===== config.mk =====
export PLATFORM = sky130hd
export DESIGN_NAME = ladybird_bus_arbiter
export DESIGN_NICKNAME = d
export VERILOG_FILES = /design/src/rtl/ladybird_bus_arbiter.sv
export SDC_FILE = /design/constraint.sdc
export NUM_CORES = 1
export LEC_CHECK = 0
export ABC_AREA = 1
export BUFFER_PORTS_ARGS = -buffer_cell sky130_fd_sc_hd__buf_2
export CELL_PAD_IN_SITES_DETAIL_PLACEMENT = 1
export CELL_PAD_IN_SITES_GLOBAL_PLACEMENT = 1
export CORE_ASPECT_RATIO = 0.5
export CORE_MARGIN = 5
export CORE_UTILIZATION = 34
export CTS_BUF_LIST = sky130_fd_sc_hd__clkbuf_16
export DETAILED_ROUTE_END_ITERATION = 7
export GPL_TIMING_DRIVEN = 0
export HOLD_SLACK_MARGIN = 0.12
export PLACE_DENSITY = 0.94
export SYNTH_ARGS = -nofsm -noshare
export SYNTH_HDL_FRONTEND = slang
export SYNTH_SLANG_ARGS = --single-unit
export TNS_END_PERCENT = 10

===== constraint.sdc =====
create_clock -name clk -period 4.25 [get_ports clk]
set_input_delay 0.425 -clock clk [delete_from_list [all_inputs] [get_ports clk]]
set_output_delay 0.425 -clock clk [all_outputs]
set_load 0.005 [all_outputs]

===== src/rtl/ladybird_bus_arbiter.sv =====
// ladybird_bus_arbiter
//   Shares one external memory port between the instruction-fetch (i_*) and
//   data/MMU (d_*) requesters. One transaction is outstanding at a time.
//   When both paths request at once, the grant alternates (round-robin).
//   A response timeout in WAIT stops a dead slave from hanging the core.
//
// Ports
//   clk, anrst (async, active-low), nrst (sync, active-low)
//   i_/d_  req, addr, wdata, wstrb  : requests, held until *_ready
//   i_/d_  ready                    : combinational accept
//   i_/d_  rvalid, rdata, err       : registered completion pulse (err = timeout)
//   m_req, m_addr, m_wdata, m_wstrb : registered memory request
//   m_ready, m_rvalid, m_rdata      : memory handshake and response
//
// state  | meaning
// IDLE   | no transaction; arbitrate and accept a request
// ISSUE  | m_req held until m_ready
// WAIT   | waiting for m_rvalid or for the timeout counter to expire
module ladybird_bus_arbiter #(
    parameter int XLEN    = 32,
    parameter int TIMEOUT = 255
) (
    input  logic              clk,
    input  logic              anrst,
    input  logic              nrst,
    input  logic              i_req,
    input  logic [XLEN-1:0]   i_addr,
    input  logic [XLEN-1:0]   i_wdata,
    input  logic [XLEN/8-1:0] i_wstrb,
    output logic              i_ready,
    output logic              i_rvalid,
    input  logic              d_req,
    input  logic [XLEN-1:0]   d_addr,
    input  logic [XLEN-1:0]   d_wdata,
    input  logic [XLEN/8-1:0] d_wstrb,
    output logic              d_ready,
    output logic              d_rvalid,
    output logic [XLEN-1:0]   rdata,
    output logic              err,
    output logic              m_req,
    output logic [XLEN-1:0]   m_addr,
    output logic [XLEN-1:0]   m_wdata,
    output logic [XLEN/8-1:0] m_wstrb,
    input  logic              m_ready,
    input  logic              m_rvalid,
    input  logic [XLEN-1:0]   m_rdata
);

    // A disabled timeout still needs a 1-bit counter to keep widths legal.
    localparam int            CW     = (TIMEOUT > 0) ? $clog2(TIMEOUT + 1) : 1;
    localparam logic [CW-1:0] TMO    = CW'(TIMEOUT);
    localparam bit            TMO_EN = (TIMEOUT > 0);

    typedef enum logic [1:0] {
        ST_IDLE  = 2'd0,
        ST_ISSUE = 2'd1,
        ST_WAIT  = 2'd2
    } state_t;

    state_t              state_q,   state_d;
    logic                owner_q,   owner_d;    // 1 = data path owns the bus
    logic                last_q,    last_d;     // 1 = data path was granted last
    logic [CW-1:0]       cnt_q,     cnt_d;
    logic                m_req_q,   m_req_d;
    logic [XLEN-1:0]     m_addr_q,  m_addr_d;
    logic [XLEN-1:0]     m_wdata_q, m_wdata_d;
    logic [XLEN/8-1:0]   m_wstrb_q, m_wstrb_d;
    logic                i_rvalid_q, i_rvalid_d;
    logic                d_rvalid_q, d_rvalid_d;
    logic [XLEN-1:0]     rdata_q,   rdata_d;
    logic                err_q,     err_d;

    logic grant_i, grant_d, is_idle, timed_out;

    // Instruction wins contention only if data had the previous grant.
    assign grant_i   = i_req & (~d_req | last_q);
    assign grant_d   = d_req & ~grant_i;
    assign is_idle   = (state_q == ST_IDLE);
    assign timed_out = TMO_EN && (cnt_q == TMO);

    // Ready is gated by both resets so no request is consumed while the
    // arbiter is being cleared.
    assign i_ready = anrst & nrst & is_idle & grant_i;
    assign d_ready = anrst & nrst & is_idle & grant_d;

    always_comb begin
        state_d    = state_q;
        owner_d    = owner_q;
        last_d     = last_q;
        cnt_d      = cnt_q;
        m_req_d    = m_req_q;
        m_addr_d   = m_addr_q;
        m_wdata_d  = m_wdata_q;
        m_wstrb_d  = m_wstrb_q;
        i_rvalid_d = 1'b0;
        d_rvalid_d = 1'b0;
        rdata_d    = rdata_q;
        err_d      = 1'b0;

        case (state_q)
            ST_IDLE: begin
                if (grant_i || grant_d) begin
                    owner_d   = grant_d;
                    last_d    = grant_d;
                    m_addr_d  = grant_d ? d_addr  : i_addr;
                    m_wdata_d = grant_d ? d_wdata : i_wdata;
                    m_wstrb_d = grant_d ? d_wstrb : i_wstrb;
                    m_req_d   = 1'b1;
                    state_d   = ST_ISSUE;
                end
            end
            ST_ISSUE: begin
                if (m_ready) begin
                    m_req_d = 1'b0;
                    cnt_d   = '0;
                    state_d = ST_WAIT;
                end
            end
            ST_WAIT: begin
                // A real response beats a simultaneous timeout.
                if (m_rvalid) begin
                    i_rvalid_d = ~owner_q;
                    d_rvalid_d = owner_q;
                    rdata_d    = m_rdata;
                    state_d    = ST_IDLE;
                end else if (timed_out) begin
                    i_rvalid_d = ~owner_q;
                    d_rvalid_d = owner_q;
                    rdata_d    = '0;
                    err_d      = 1'b1;
                    state_d    = ST_IDLE;
                end else if (cnt_q != '1) begin
                    cnt_d = cnt_q + CW'(1);
                end
            end
            default: state_d = ST_IDLE;
        endcase

        if (!nrst) begin
            state_d    = ST_IDLE;
            owner_d    = 1'b0;
            last_d     = 1'b1;
            cnt_d      = '0;
            m_req_d    = 1'b0;
            m_addr_d   = '0;
            m_wdata_d  = '0;
            m_wstrb_d  = '0;
            i_rvalid_d = 1'b0;
            d_rvalid_d = 1'b0;
            rdata_d    = '0;
            err_d      = 1'b0;
        end
    end

    always_ff @(posedge clk or negedge anrst) begin
        if (!anrst) begin
            state_q    <= ST_IDLE;
            owner_q    <= 1'b0;
            last_q     <= 1'b1;
            cnt_q      <= '0;
            m_req_q    <= 1'b0;
            m_addr_q   <= '0;
            m_wdata_q  <= '0;
            m_wstrb_q  <= '0;
            i_rvalid_q <= 1'b0;
            d_rvalid_q <= 1'b0;
            rdata_q    <= '0;
            err_q      <= 1'b0;
        end else begin
            state_q    <= state_d;
            owner_q    <= owner_d;
            last_q     <= last_d;
            cnt_q      <= cnt_d;
            m_req_q    <= m_req_d;
            m_addr_q   <= m_addr_d;
            m_wdata_q  <= m_wdata_d;
            m_wstrb_q  <= m_wstrb_d;
            i_rvalid_q <= i_rvalid_d;
            d_rvalid_q <= d_rvalid_d;
            rdata_q    <= rdata_d;
            err_q      <= err_d;
        end
    end

    assign m_req    = m_req_q;
    assign m_addr   = m_addr_q;
    assign m_wdata  = m_wdata_q;
    assign m_wstrb  = m_wstrb_q;
    assign i_rvalid = i_rvalid_q;
    assign d_rvalid = d_rvalid_q;
    assign rdata    = rdata_q;
    assign err      = err_q;

endmodule


; Word-level counts from Yosys, hierarchy flattened
; Cells that the tools add are included.
[classes]
addsub = 1
n_eq_ne = 16
bitwise = 10
reduce_logical = 7
n_mux = 48
[ops]
columns = op, n
row1 = 2-to-1 mux 32 bit, 12
row2 = 2-to-1 mux 8 bit, 5
row3 = 2-to-1 mux 1 bit, 19
row4 = 2-to-1 mux 4 bit, 4
row5 = case mux 8 bit (2 select lines), 1
row6 = "inequality test 3 bit, second input constant", 4
row7 = 2-to-1 mux 2 bit, 5
row8 = "inequality test 3 x 1 -> 1 bit, second input constant", 3
row9 = "adder 8 x 1 -> 8 bit, second input constant", 1
row10 = "== test 8 bit, second input constant", 1
row11 = "inequality test 8 bit, second input constant", 1
row12 = AND 1 bit, 6
row13 = "inequality test 2 x 1 -> 1 bit, second input constant", 3
row14 = case mux 2 bit (3 select lines), 1
row15 = AND reduction 3 bit, 2
row16 = AND reduction 5 bit, 1
row17 = "inequality test 4 bit, second input constant", 1
row18 = AND reduction 2 bit, 2
row19 = "inequality test 3 x 2 -> 1 bit, second input constant", 1
row20 = inverter 1 bit, 3
row21 = "== test 2 x 1 -> 1 bit, second input constant", 1
row22 = "== test 2 bit, second input constant", 1
row23 = zero test 2 bit, 1
row24 = case mux 1 bit (2 select lines), 1
row25 = 2 further kinds, 2
[totals]
regBits = 116
wordCells = 94
inputBits = 175
out_inout_bits = 106

; Logic depth before layout (Yosys ltp)
[depth]
word_depth = 9
depth_mapped = 9
mapped_depth_nobuf = 9

; Worst setup path before layout
; OpenSTA, ideal clock, no wires.
[synth_timing]
path_type = register to register
from = reg cnt_q[0]
to = reg rdata_q[10], in the netlist rdata[10]
path_stages_with_launch = 10
slack_ps = 2709
synth_period_minus_slack_ps = 1541
setup_time_ps = 66
arrival_time_ps = 1476
n_path_buf = 1
required_time_ps = 4184
path_cell_list = dfrtp_1 ha_1 nand2_1 nor2_1 nand2_1 nand2_1 nand2_1 clkbuf_1 nand3_1 nand2_1
[synth_via]
elab_chain_len = 3
[synth_rtl]
columns = element, line_no
row1 = "start, declared", 63  ; logic [CW-1:0] cnt_q, cnt_d;
row2 = "start signal, assigned", 173  ; cnt_q <= cnt_d;
row3 = == test 8 bit, 79  ; assign timed_out = TMO_EN && (cnt_q == TMO);
row4 = inequality test 3 x 1 -> 1 bit (no source line), --
row5 = AND reduction 2 bit (no source line), --
row6 = "end signal, assigned", 180  ; rdata_q <= rdata_d;
row7 = "end, declared", 70  ; logic [XLEN-1:0] rdata_q, rdata_d;
; No other way between the ends.
; A chain may end at the register's enable or synchronous reset.

; Final worst setup path
[layout_timing]
from = in anrst
to = out i_ready
[layout_via]
elab_chain_len = 3
[layout_rtl]
columns = element, line_no
row1 = "start, declared", 24  ; input logic anrst,
row2 = AND 1 bit (3 in a row), 83  ; assign i_ready = anrst & nrst & is_idle & grant_i;
row3 = "end, declared", 30  ; output logic i_ready,
; No other way between the ends.

==> results.json <==
{
  "ys_ff_latch": 116,
  "regToRegEndpoint": "rdata[28]",
  "dieArea_um2": 18300,
  "ys_top_cells_by_area": "dfrtp_1, nand2_1, nand3_1",
  "cts_num_sinks": 116,
  "drive_gt1_frac": 0.404,
  "synthFlopType": "dfrtp_1",
  "cp_max_fo": 79,
  "worstSetupEndpointType": "primary output",
  "clk_pin_slew_ns": 0.06,
  "synth-edff-count": 0,
  "syn_inst": 635,
  "grtUsageTotal": 0.219,
  "critical_path.cell_chain": "dlygate4sd3_1 -> buf_6 -> buf_16 -> nand2_1 -> a211oi_1 -> buf_2",
  "cts-buffers-inserted": 17,
  "cp_num_cells": 6,
  "hp-class": "primary input to register",
  "cp-start-kind": "primary input",
  "hold_viol_final": 0,
  "crit_family": "buffers and inverters",
  "dp_cells": 1119,
  "antenna_found_initial": 2,
  "cpPeakStageDelay_ns": 0.54,
  "yosys_warnings": 0,
  "cts_tree": "done",
  "leakage_nw": 4.29,
  "insertion_delay_ns": 0.41,
  "grt_pass1_vias": 6179,
  "yosys.area.top_type_share": 0.545,
  "finalSetupViolations": 0,
  "fillers": 1912,
  "critPathLaunch": "anrst",
  "h-tree-depth": 4,
  "die_y_um": 98.2,
  "post_cts_hold_buffer_count": 1,
  "num_io_pins": 281,
  "vias": 5593,
  "nNetsFinal": 1111,
  "port_buffers": 279,
  "layout.cells.non_filler": 1154,
  "vdd_drop_max_mv": 0.301,
  "wire_per_inst_um": 17.6,
  "endpoint": "i_ready",
  "clockBufferDepth": 2,
  "outcome": "complete, no violations",
  "synth.most_common_cell": "nand2_1",
  "vias_per_cell": 4.85,
  "finClkSkew_ns": 0.00852,
  "drt_iter0_markers": 277,
  "ys_seq_area_frac": 0.549,
  "drtAntennaViolNets": 0,
  "max_cap_violations": 0,
  "worstPathArrival_ns": 2.25,
  "core-area_um2": 15300,
  "path_buf_inv": 4,
  "crit_slowest_cell": "dlygate4sd3_1",
  "synthArstFlopShare": 1.00,
  "post_cts_buffers": 0,
  "ys_types": 29,
  "post-route-min-period_ns": 2.68,
  "dp_hpwl_um": 15500,
  "grt-ovfl-total": 0,
  "cts_root_buf": "clkbuf_16",
  "rsz0062_at_grt": "false",
  "min_period_over_period": 0.630,
  "synth_nets": 811,
  "die_x_um": 186,
  "route.detailed.drc": 0,
  "max_slew.worst_pin.slew_ns": 0.510,
  "critPathKind": "primary input to primary output",
  "synth_area_um2": 5290,
  "synth_common_cells": "nand2_1, dfrtp_1, nand3_1, nand2_2, nor2_1",
  "r2r_setup_slack_ns": 2.18,
  "cp.required_ns": 3.83,
  "synth_top_area_cell": "dfrtp_1",
  "wirelength_um": 20300,
  "post_cts_resized": 0,
  "max_freq_ghz": 0.374,
  "initial_utilization": 0.345,
  "ff2ff_path_depth": 9,
  "num_rows": 32,
  "dr.pass1.iters": 4,
  "gp_congestion": 0.798,
  "fin_setup_tns_ns": 0,
  "slew_violations": 0,
  "grt_pass1_wl_um": 32600,
  "max_slew_margin": 0.660,
  "rr_startpoint": "cnt_q[0]",
  "area_growth_pct": 42.8,
  "grt_max_degree": 80,
  "powerDensity_nw_per_um2": 445,
  "synth.avg_cell_area_um2": 8.32
}
## routing by layer
| layer | GRT usage | part of all wire | vias to the layer above |
|---|---|---|---|
| met4 | 0.0986 | 0.039 | 0 |
| met5 | 0 | 0 | - |
| met3 | 0.0500 | 0.041 | 58 |
| met1 | 0.246 | 0.38 | 2739 |
| met2 | 0.399 | 0.54 | 167 |
| li1 | - | - | 2629 |
## cells by family (layout without fill, tap and decap cells)
logic type	count (synthesis)	count (layout)	synth area share
fa+ha+maj	1	1	0.00237
compound gates	16	16	0.0204
simple gates	453	453	0.371
other cells	0	2	0
flops	116	116	0.549
buf+inv	49	362	0.0571
## cell type report
type	count	area, um2	share of cell area
antenna	2	5.00	0.000663
buffer	32	238	0.0315
clock buffer	17	425	0.0564
clock inverter	15	135	0.0179
inverter	17	63.8	0.00846
multi-input combinational	470	2080	0.276
sequential	116	2900	0.385
tap	204	255	0.0338
timing repair buffer	281	1440	0.191
## worst register-to-register path: stages, from the launching register on
cell	delay, ns
dfrtp_1	0.42
ha_1	0.23
nand2_1	0.15
nor2_1	0.09
nand2_1	0.13
nand2_1	0.11
nand2_1	0.21
clkbuf_1	0.39
nand3_1	0.15
nand2_1	0.11
## sequential cells by signal, summed over array words and instances (netlist names)
signal,count
cnt_q,8
d_rvalid,1
err,1
i_rvalid,1
last_q,1
m_addr,32
m_req,1
m_wdata,32
m_wstrb,4
owner_q,1
rdata,32
state_q,2
## report_power, final
group | internal, mW | switching (mW)
combinational | 0.274 | 0.394
clock | 0.807 | 0.559
sequential | 1.25 | 0.0790
## how the worst min path moves through the flow
| stage | from | endpoint | slack (ns) | cells after the start |
|---|---|---|---|---|
| after floorplan | anrst | cnt_q[0] | 0.13 | 0 |
| final | m_rdata[5] | rdata[5] | 0.21 | 3 |
| after global placement | owner_q | i_rvalid | 0.41 | 1 |
| after CTS | m_rdata[5] | rdata[5] | 0.20 | 3 |
| after global routing | m_rdata[6] | rdata[6] | 0.21 | 3 |
| after detailed placement | anrst | m_addr[27] | 0.36 | 1 |
## through the flow
stage	hold WS [ns]	util	total power [mW]	area, um2	setup WS [ns]
after floorplan	0.129	-	1.64	5290	2.71
after global routing	0.210	0.492	3.52	7550	1.35
after detailed placement	0.361	0.455	2.01	6970	2.09
final	0.211	0.492	3.36	7550	1.57
after CTS	0.198	0.492	3.40	7540	1.51
after global placement	0.410	0.452	1.97	6940	0.643
## cells in the final DEF, fill, tap and decap left out, types with 10 or more instances in the layout
master and n:
buf_2 287, clkbuf_1 10, clkbuf_16 17, dfrtp_1 115, inv_1 13, nand2_1 269, nand2_2 41, nand3_1 110
nor2_1 27
Power figures use the tool's default switching activity.
